===== config.mk =====
export PLATFORM = sky130hd
export DESIGN_NAME = rr_stream_mux
export DESIGN_NICKNAME = d
export VERILOG_FILES = /design/src/rtl/rr_stream_mux.sv
export SDC_FILE = /design/constraint.sdc
export NUM_CORES = 1
export LEC_CHECK = 0
export ABC_AREA = 1
export CAP_MARGIN = 20
export CORE_ASPECT_RATIO = 1.1
export CORE_UTILIZATION = 44
export CTS_BUF_LIST = sky130_fd_sc_hd__clkbuf_8
export DETAILED_ROUTE_END_ITERATION = 6
export PLACE_DENSITY = 0.88
export SYNTH_ARGS = -nofsm -noshare
export SYNTH_HDL_FRONTEND = slang
export SYNTH_SLANG_ARGS = --single-unit

===== constraint.sdc =====
create_clock -name clk -period 4.93 [get_ports clk]
set_clock_uncertainty 0.05 [all_clocks]
set_input_delay 0.986 -clock clk [delete_from_list [all_inputs] [get_ports clk]]
set_output_delay 0.986 -clock clk [all_outputs]
set_load 0.02 [all_outputs]

===== src/rtl/rr_stream_mux.sv =====
// rr_stream_mux: CH-input stream multiplexer with a registered output stage.
// Selects one input channel per cycle and forwards it through a single
// valid/ready output register. Two selection modes are supported:
//   mode = 0 : always selects the fixed channel s
//   mode = 1 : round-robin over the valid channels, starting after the last
//              accepted channel
// Optional feature (macro RR_STREAM_MUX_PKT_LOCK_EN): adds packet locking.
// Once a beat with last = 0 is accepted from a channel, the selection stays
// on that channel until its beat with last = 1 is accepted.
//
// Ports:
//   clk        rising-edge clock
//   rst        asynchronous active-high reset
//   in_data    CH*WIDTH bits; channel k occupies bits [k*WIDTH +: WIDTH]
//   in_valid   per-channel valid
//   in_ready   per-channel ready (combinational from the grant and load)
//   in_last    per-channel end of packet (RR_STREAM_MUX_PKT_LOCK_EN only)
//   mode       0 = fixed channel s, 1 = round-robin
//   s          fixed-select channel used in mode 0
//   out_data   registered data
//   out_ch     source channel of out_data
//   out_valid  out_data is valid
//   out_last   registered last flag (RR_STREAM_MUX_PKT_LOCK_EN only)
//   out_ready  downstream accepts out_data
module rr_stream_mux #(
   parameter  int unsigned WIDTH = 8,
   parameter  int unsigned CH    = 4,
   localparam int unsigned SELW  = $clog2(CH)
) (
   input  logic                  clk,
   input  logic                  rst,
   input  logic [CH*WIDTH-1:0]   in_data,
   input  logic [CH-1:0]         in_valid,
   output logic [CH-1:0]         in_ready,
`ifdef RR_STREAM_MUX_PKT_LOCK_EN
   input  logic [CH-1:0]         in_last,
   output logic                  out_last,
`endif
   input  logic                  mode,
   input  logic [SELW-1:0]       s,
   output logic [WIDTH-1:0]      out_data,
   output logic [SELW-1:0]       out_ch,
   output logic                  out_valid,
   input  logic                  out_ready
);

   logic [SELW-1:0]  ptr;
   logic [SELW-1:0]  g_rr;
   logic [SELW-1:0]  g;
   logic [WIDTH-1:0] g_data;
   logic             load;

`ifdef RR_STREAM_MUX_PKT_LOCK_EN
   logic             lock;
   logic [SELW-1:0]  lock_ch;
`endif

   // Output register may take a new beat when empty or being drained.
   assign load = !out_valid || out_ready;

   // Round-robin search: first valid channel at ptr+1, ptr+2, ... ptr+CH.
   // Scanning from the farthest offset down lets the nearest one win.
   // With nothing valid the grant idles on ptr+1, which carries no transfer.
   always_comb begin
      g_rr = ptr + SELW'(1);
      for (int off = int'(CH); off >= 1; off--) begin
         if (in_valid[ptr + SELW'(off)]) begin
            g_rr = ptr + SELW'(off);
         end
      end
   end

   // Final grant: packet lock overrides both modes.
   always_comb begin
      g = mode ? g_rr : s;
`ifdef RR_STREAM_MUX_PKT_LOCK_EN
      if (lock) begin
         g = lock_ch;
      end
`endif
   end

   // Data of the granted channel.
   always_comb begin
      g_data = '0;
      for (int k = 0; k < int'(CH); k++) begin
         if (g == SELW'(k)) begin
            g_data = in_data[k*WIDTH +: WIDTH];
         end
      end
   end

   // One-hot ready on the granted channel; held low throughout reset.
   always_comb begin
      in_ready = '0;
      for (int k = 0; k < int'(CH); k++) begin
         in_ready[k] = load && !rst && (g == SELW'(k));
      end
   end

   // Output stage, round-robin pointer and packet lock.
   always_ff @(posedge clk or posedge rst) begin
      if (rst) begin
         out_valid <= 1'b0;
         out_data  <= '0;
         out_ch    <= '0;
         ptr       <= SELW'(CH - 1);
`ifdef RR_STREAM_MUX_PKT_LOCK_EN
         out_last  <= 1'b0;
         lock      <= 1'b0;
         lock_ch   <= '0;
`endif
      end else if (load) begin
         if (in_valid[g]) begin
            out_valid <= 1'b1;
            out_data  <= g_data;
            out_ch    <= g;
            ptr       <= g;
`ifdef RR_STREAM_MUX_PKT_LOCK_EN
            out_last  <= in_last[g];
            lock      <= !in_last[g];
            lock_ch   <= g;
`endif
         end else begin
            out_valid <= 1'b0;
         end
      end
   end

endmodule


# Yosys cells after proc, flatten, opt, wreduce, memory -nomap -nowiden
# Cells that the tools add are included.
op_classes:
  add_sub_neg: 3
  magnitude_cmp: 5
  muxes: 20
  n_reduce_logical: 10
  eq_ne: 3
ops:
  columns: ["operator", "n"]
  rows:
  - ["$mux 8", 4]
  - ["$lt 2x3->1 const B", 5]
  - ["$bmux 1 s2", 5]
  - ["$mux 2", 5]
  - ["$mux 1", 6]
  - ["$logic_and 1x1->1", 5]
  - ["$add 2x2->2 const B", 2]
  - ["$eq 2x2->1 const B", 2]
  - ["$add 2x1->2 const B", 1]
  - ["$eq 2x1->1 const B", 1]
  - ["$logic_not 1->1", 2]
  - ["$logic_not 2->1", 1]
  - ["$reduce_and 2->1", 1]
  - ["$logic_or 1x1->1", 1]
totals:
  elab_cells: 45
  output_inout_bits: 15
  reg_bits: 13

# Logic depth before layout (Yosys ltp)
logic_depth:
  ltp_word: 12
  depth_mapped: 20
  mapped_depth_nobuf: 18

# Worst setup path after synthesis
# No wires, ideal clock.
synth_timing:
  kind: "input -> output"
  start: "input port in_valid[3]"
  end: "output port in_ready[1]"
  arrival_ns: 2.401
  path_stages: 11
  slack_ns: 1.493
  n_path_buf: 1
  required_time_ns: 3.894
  cell_sequence: "inv_1 -> o21ai_1 -> nand2_1 -> nand2_1 -> inv_2 -> nand3_1 -> nand3_4 -> nand2_2 -> buf_2 -> inv_1 -> nor3_1"
synth_between:
  elab_chain_cells: 9
synth_rtl:
  columns: ["item", "line_no", "source"]
  rows:
  - ["from (decl)", "33", "input logic [CH-1:0] in_valid,"]
  - ["$bmux 1 s2", "67", "if (in_valid[ptr + SELW'(off)]) begin"]
  - ["$mux 1 (not written as such)", "67", null]
  - ["$mux 2 (3 in series)", "67", null]
  - ["$mux 2 (*)", "67", null]
  - ["$mux 2 (*)", "75", "g = mode ? g_rr : s;"]
  - ["$eq 2x1->1 (*)", "97", "in_ready[k] = load && !rst && (g == SELW'(k));"]
  - ["$logic_and 1x1->1 (*)", "97", null]
  - ["to (decl)", "34", "output logic [CH-1:0] in_ready,"]
# Every way passes the cells marked *; elsewhere a longest branch is shown, timed or not. The select of a mux whose other input is x is not followed.

# Worst setup path in the final report
layout_timing:
  start: "input port in_valid[2]"
  end: "output port in_ready[1]"
# Same word-level chain as after synthesis.

==> impl_metrics.xml <==
<?xml version="1.0" encoding="UTF-8"?>
<metrics>
  <group name="status">
    <metric name="status" unit="">complete, no violations</metric>
  </group>
  <group name="sta">
    <metric name="max_slew_margin" unit="%">51.7</metric>
    <metric name="final_max_tran_viols" unit="">0</metric>
    <metric name="setup-violations-final" unit="">0</metric>
    <metric name="max_clock_freq" unit="GHz">0.225</metric>
    <metric name="finalWorstPathRequiredPeriod" unit="ns">4.45</metric>
    <metric name="tns" unit="ns">0</metric>
    <metric name="rsz0062_at_grt" unit="">no</metric>
    <metric name="hold_viol" unit="">0</metric>
    <metric name="timing_worst_slew_pin_value" unit="ns">0.724</metric>
    <metric name="min_period_over_period" unit="%">90.2</metric>
  </group>
  <group name="synth">
    <metric name="syn-cell-area" unit="µm²">1090</metric>
    <metric name="ys_ff_latch" unit="">13</metric>
    <metric name="synthesized_nets" unit="">210</metric>
    <metric name="netlist-cell-type-count" unit="">19</metric>
    <metric name="number_of_synthesis_warnings" unit="">0</metric>
    <metric name="post_synthesis_mean_instance_area" unit="µm²">6.46</metric>
    <metric name="netlist_instances" unit="">168</metric>
    <metric name="yosysSeqAreaShare" unit="%">30.2</metric>
  </group>
  <group name="clock_network">
    <metric name="ctsLongestPathBuffers" unit="">2</metric>
    <metric name="clkLatencyLatePin" unit="ns">0.25</metric>
    <metric name="post-cts-setup-buffer-count" unit="">0</metric>
    <metric name="cts-resized-gates" unit="">0</metric>
    <metric name="clk_pin_slew_worst_paths" unit="ns">0.05</metric>
    <metric name="clkSinkCount" unit="">13</metric>
    <metric name="num_cts_buffers" unit="">3</metric>
    <metric name="cts-htree-levels" unit="">1</metric>
    <metric name="root_buffer" unit="">sky130_fd_sc_hd__clkbuf_8</metric>
    <metric name="tritoncts" unit="">yes</metric>
    <metric name="postCtsHoldBufs" unit="">0</metric>
  </group>
  <group name="floorplanning">
    <metric name="floorplan.initialDensity" unit="%">47.3</metric>
    <metric name="die_y" unit="µm">54.1</metric>
    <metric name="ioPinCount" unit="">57</metric>
    <metric name="placement_rows" unit="">18</metric>
    <metric name="die-width" unit="µm">49.4</metric>
    <metric name="placeableCoreArea" unit="µm²">2300</metric>
    <metric name="die_area" unit="µm²">2670</metric>
  </group>
  <group name="route">
    <metric name="routed_wire_length_per_instance" unit="µm">13.4</metric>
    <metric name="routed_wl" unit="µm">3350</metric>
    <metric name="routed_via_count" unit="">1369</metric>
    <metric name="drt-pass1-iter-count" unit="">4</metric>
    <metric name="antenna_left" unit="">0</metric>
    <metric name="drcViolationCount" unit="">0</metric>
    <metric name="detail_route.vias_per_cell" unit="">5.48</metric>
    <metric name="drtIter0Drc" unit="">40</metric>
  </group>
  <group name="global_route">
    <metric name="maximum_number_of_pins_on_one_net_before_global_route_repair" unit="">21</metric>
    <metric name="first_pass_grt_wire_length" unit="µm">5290</metric>
    <metric name="total_overflow_reported_by_the_global_router" unit="">0</metric>
    <metric name="grt_pass1_vias" unit="">1307</metric>
    <metric name="grt_antenna_before_repair" unit="">0</metric>
    <metric name="grt.total_usage" unit="%">26.6</metric>
  </group>
  <group name="power_and_ir_drop">
    <metric name="power_per_cell_area" unit="nW/µm²">571</metric>
    <metric name="power.ir.vdd_worst" unit="mV">0.476</metric>
    <metric name="total_power_after_layout" unit="µW">961</metric>
    <metric name="total_leakage_power" unit="nW">0.782</metric>
  </group>
  <group name="setup_path">
    <metric name="r2r_end" unit="">out_data[4]</metric>
    <metric name="critical_path.slowest_cell" unit="">sky130_fd_sc_hd__clkdlybuf4s50_1</metric>
    <metric name="worst-endpoint-arrival" unit="ns">3.41</metric>
    <metric name="ff2ff_path_depth" unit="">18</metric>
    <metric name="r2r-start" unit="">ptr[0]</metric>
    <metric name="critical_path_buf_inv_count" unit="">4</metric>
    <metric name="cell_chain_critical_path" unit="">clkdlybuf4s50_1, inv_1, nand2_1, nand3_1, nand2_1, nand3_1, nand2_1, nand2_1, nand2_2, nand3_4, nand2_2, inv_1, nor3_1, clkdlybuf4s50_1</metric>
    <metric name="worst_setup_path_end_kind" unit="">output port</metric>
    <metric name="crit_path_start_kind" unit="">input port</metric>
    <metric name="cp_max_fo" unit="">19</metric>
    <metric name="crit_path_max_incr_delay" unit="ns">0.63</metric>
    <metric name="rrSetupSlack" unit="ns">1.91</metric>
    <metric name="worstSetupPathType" unit="">input port to output port</metric>
    <metric name="critical_path.top_delay_family" unit="">buffers and inverters</metric>
    <metric name="worstPathRequired" unit="ns">3.89</metric>
    <metric name="timing.critical_path.mode_cell" unit="">sky130_fd_sc_hd__nand2_1</metric>
  </group>
  <group name="layout">
    <metric name="mostFrequentLayoutCells" unit="">56 x sky130_fd_sc_hd__clkdlybuf4s50_1, 55 x sky130_fd_sc_hd__nand2_1, 35 x sky130_fd_sc_hd__nand3_1, 24 x sky130_fd_sc_hd__nand4_1</metric>
    <metric name="insertedDiodeCount" unit="">0</metric>
    <metric name="nFillCells" unit="">200</metric>
    <metric name="layoutNonFillerInstCount" unit="">250</metric>
    <metric name="final-seq-area" unit="µm²">328</metric>
    <metric name="layout-drive-gt1-share" unit="%">8.18</metric>
    <metric name="multiInputGateArea" unit="µm²">637</metric>
    <metric name="finish.net_count" unit="">263</metric>
    <metric name="leading_cell_type_in_the_layout_fill_and_taps_excluded" unit="">sky130_fd_sc_hd__clkdlybuf4s50_1</metric>
    <metric name="syn2layout_area_growth" unit="%">54.8</metric>
  </group>
  <group name="flow_run">
    <metric name="cap_violations" unit="">0</metric>
  </group>
  <group name="placement">
    <metric name="port-buffer-count" unit="">56</metric>
    <metric name="placedCellCount" unit="">246</metric>
    <metric name="dp_hpwl" unit="µm">2510</metric>
    <metric name="gp_congestion" unit="">0.880</metric>
  </group>
  <group name="min_path">
    <metric name="worst_hold_path.endpoint" unit="">out_ch[1]</metric>
    <metric name="timing.hold.worst.class" unit="">register to register</metric>
    <metric name="hold_path.startpoint" unit="">out_ch[1]</metric>
    <metric name="hold-path-cell-count" unit="">2</metric>
  </group>
</metrics>
==> cell families after synthesis <==
kind of cell | Yosys count | synth area share (%)
buf+inv | 24 | 11.2
flops | 13 | 30.2
compound gates | 5 | 2.65
simple gates | 126 | 56.0
==> sequential cells by signal, summed over array words and instances (netlist names) <==
name       cells
out_valid      1
out_data       8
out_ch         2
ptr            2
==> final cells by class <==
type                    count  area share [%]
multi-input cells         131            37.9
repair buffers             59            34.7
flip-flops and latches     13            19.5
inverters                  13            3.05
clock buffers               3            2.46
well taps                  30            2.23
clock inverters             1           0.223
==> cells in the mapped netlist, drive strengths merged <==
library cell | instances | area share [%]
o21ai | 3 | 1.7
nor3 | 4 | 1.8
dfstp | 2 | 4.8
clkbuf | 2 | 0.69
inv | 13 | 4.7
a21oi | 2 | 0.92
nand3 | 36 | 18
dfrtp | 11 | 25
nor2 | 2 | 0.69
nand2 | 60 | 22
nand4 | 24 | 14
buf | 9 | 5.8
==> worst min-delay path: cells and delay by family (launching register included) <==
family	cells	cell delay, ns
AND/OR/NAND/NOR	2	0.09
flip-flops	1	0.34
==> report_power, final <==
part	switching [mW]	leakage, nW	internal [mW]
Clock	0.0379	0.0269	0.0550
Combinational	0.404	0.597	0.256
Sequential	0.0413	0.158	0.166
==> worst max path at each step <==
stage | from | endpoint | depth (start not counted)
after floorplan | in_valid[3] | in_ready[1] | 11
after global placement | in_valid[2] | in_ready[2] | 12
after detailed placement | in_valid[2] | in_ready[3] | 14
after CTS | in_valid[2] | in_ready[1] | 14
after global routing | in_valid[2] | in_ready[3] | 14
final | in_valid[2] | in_ready[1] | 14
==> per-stage QoR <==
step / instance area (µm²) / setup WS [ns] / utilization [%] / hold WS [ns]
floorplan: 1090 / 1.49 / - / 0.414
CTS: 1680 / 0.516 / 73.2 / 0.423
global route: 1680 / 0.281 / 73.2 / 0.457
finish: 1680 / 0.484 / 73.2 / 0.417
detailed placement: 1640 / 0.538 / 71.2 / 0.414
global placement: 1640 / 0.650 / 71.2 / 0.408
==> layer usage <==
metal	global-route usage, %	share of wire (%)
met1	27.3	39
met2	51.1	53
met3	6.50	5.7
met4	13.8	2.4
met5	0	0
No activity file was read; power rests on OpenSTA's default activity.
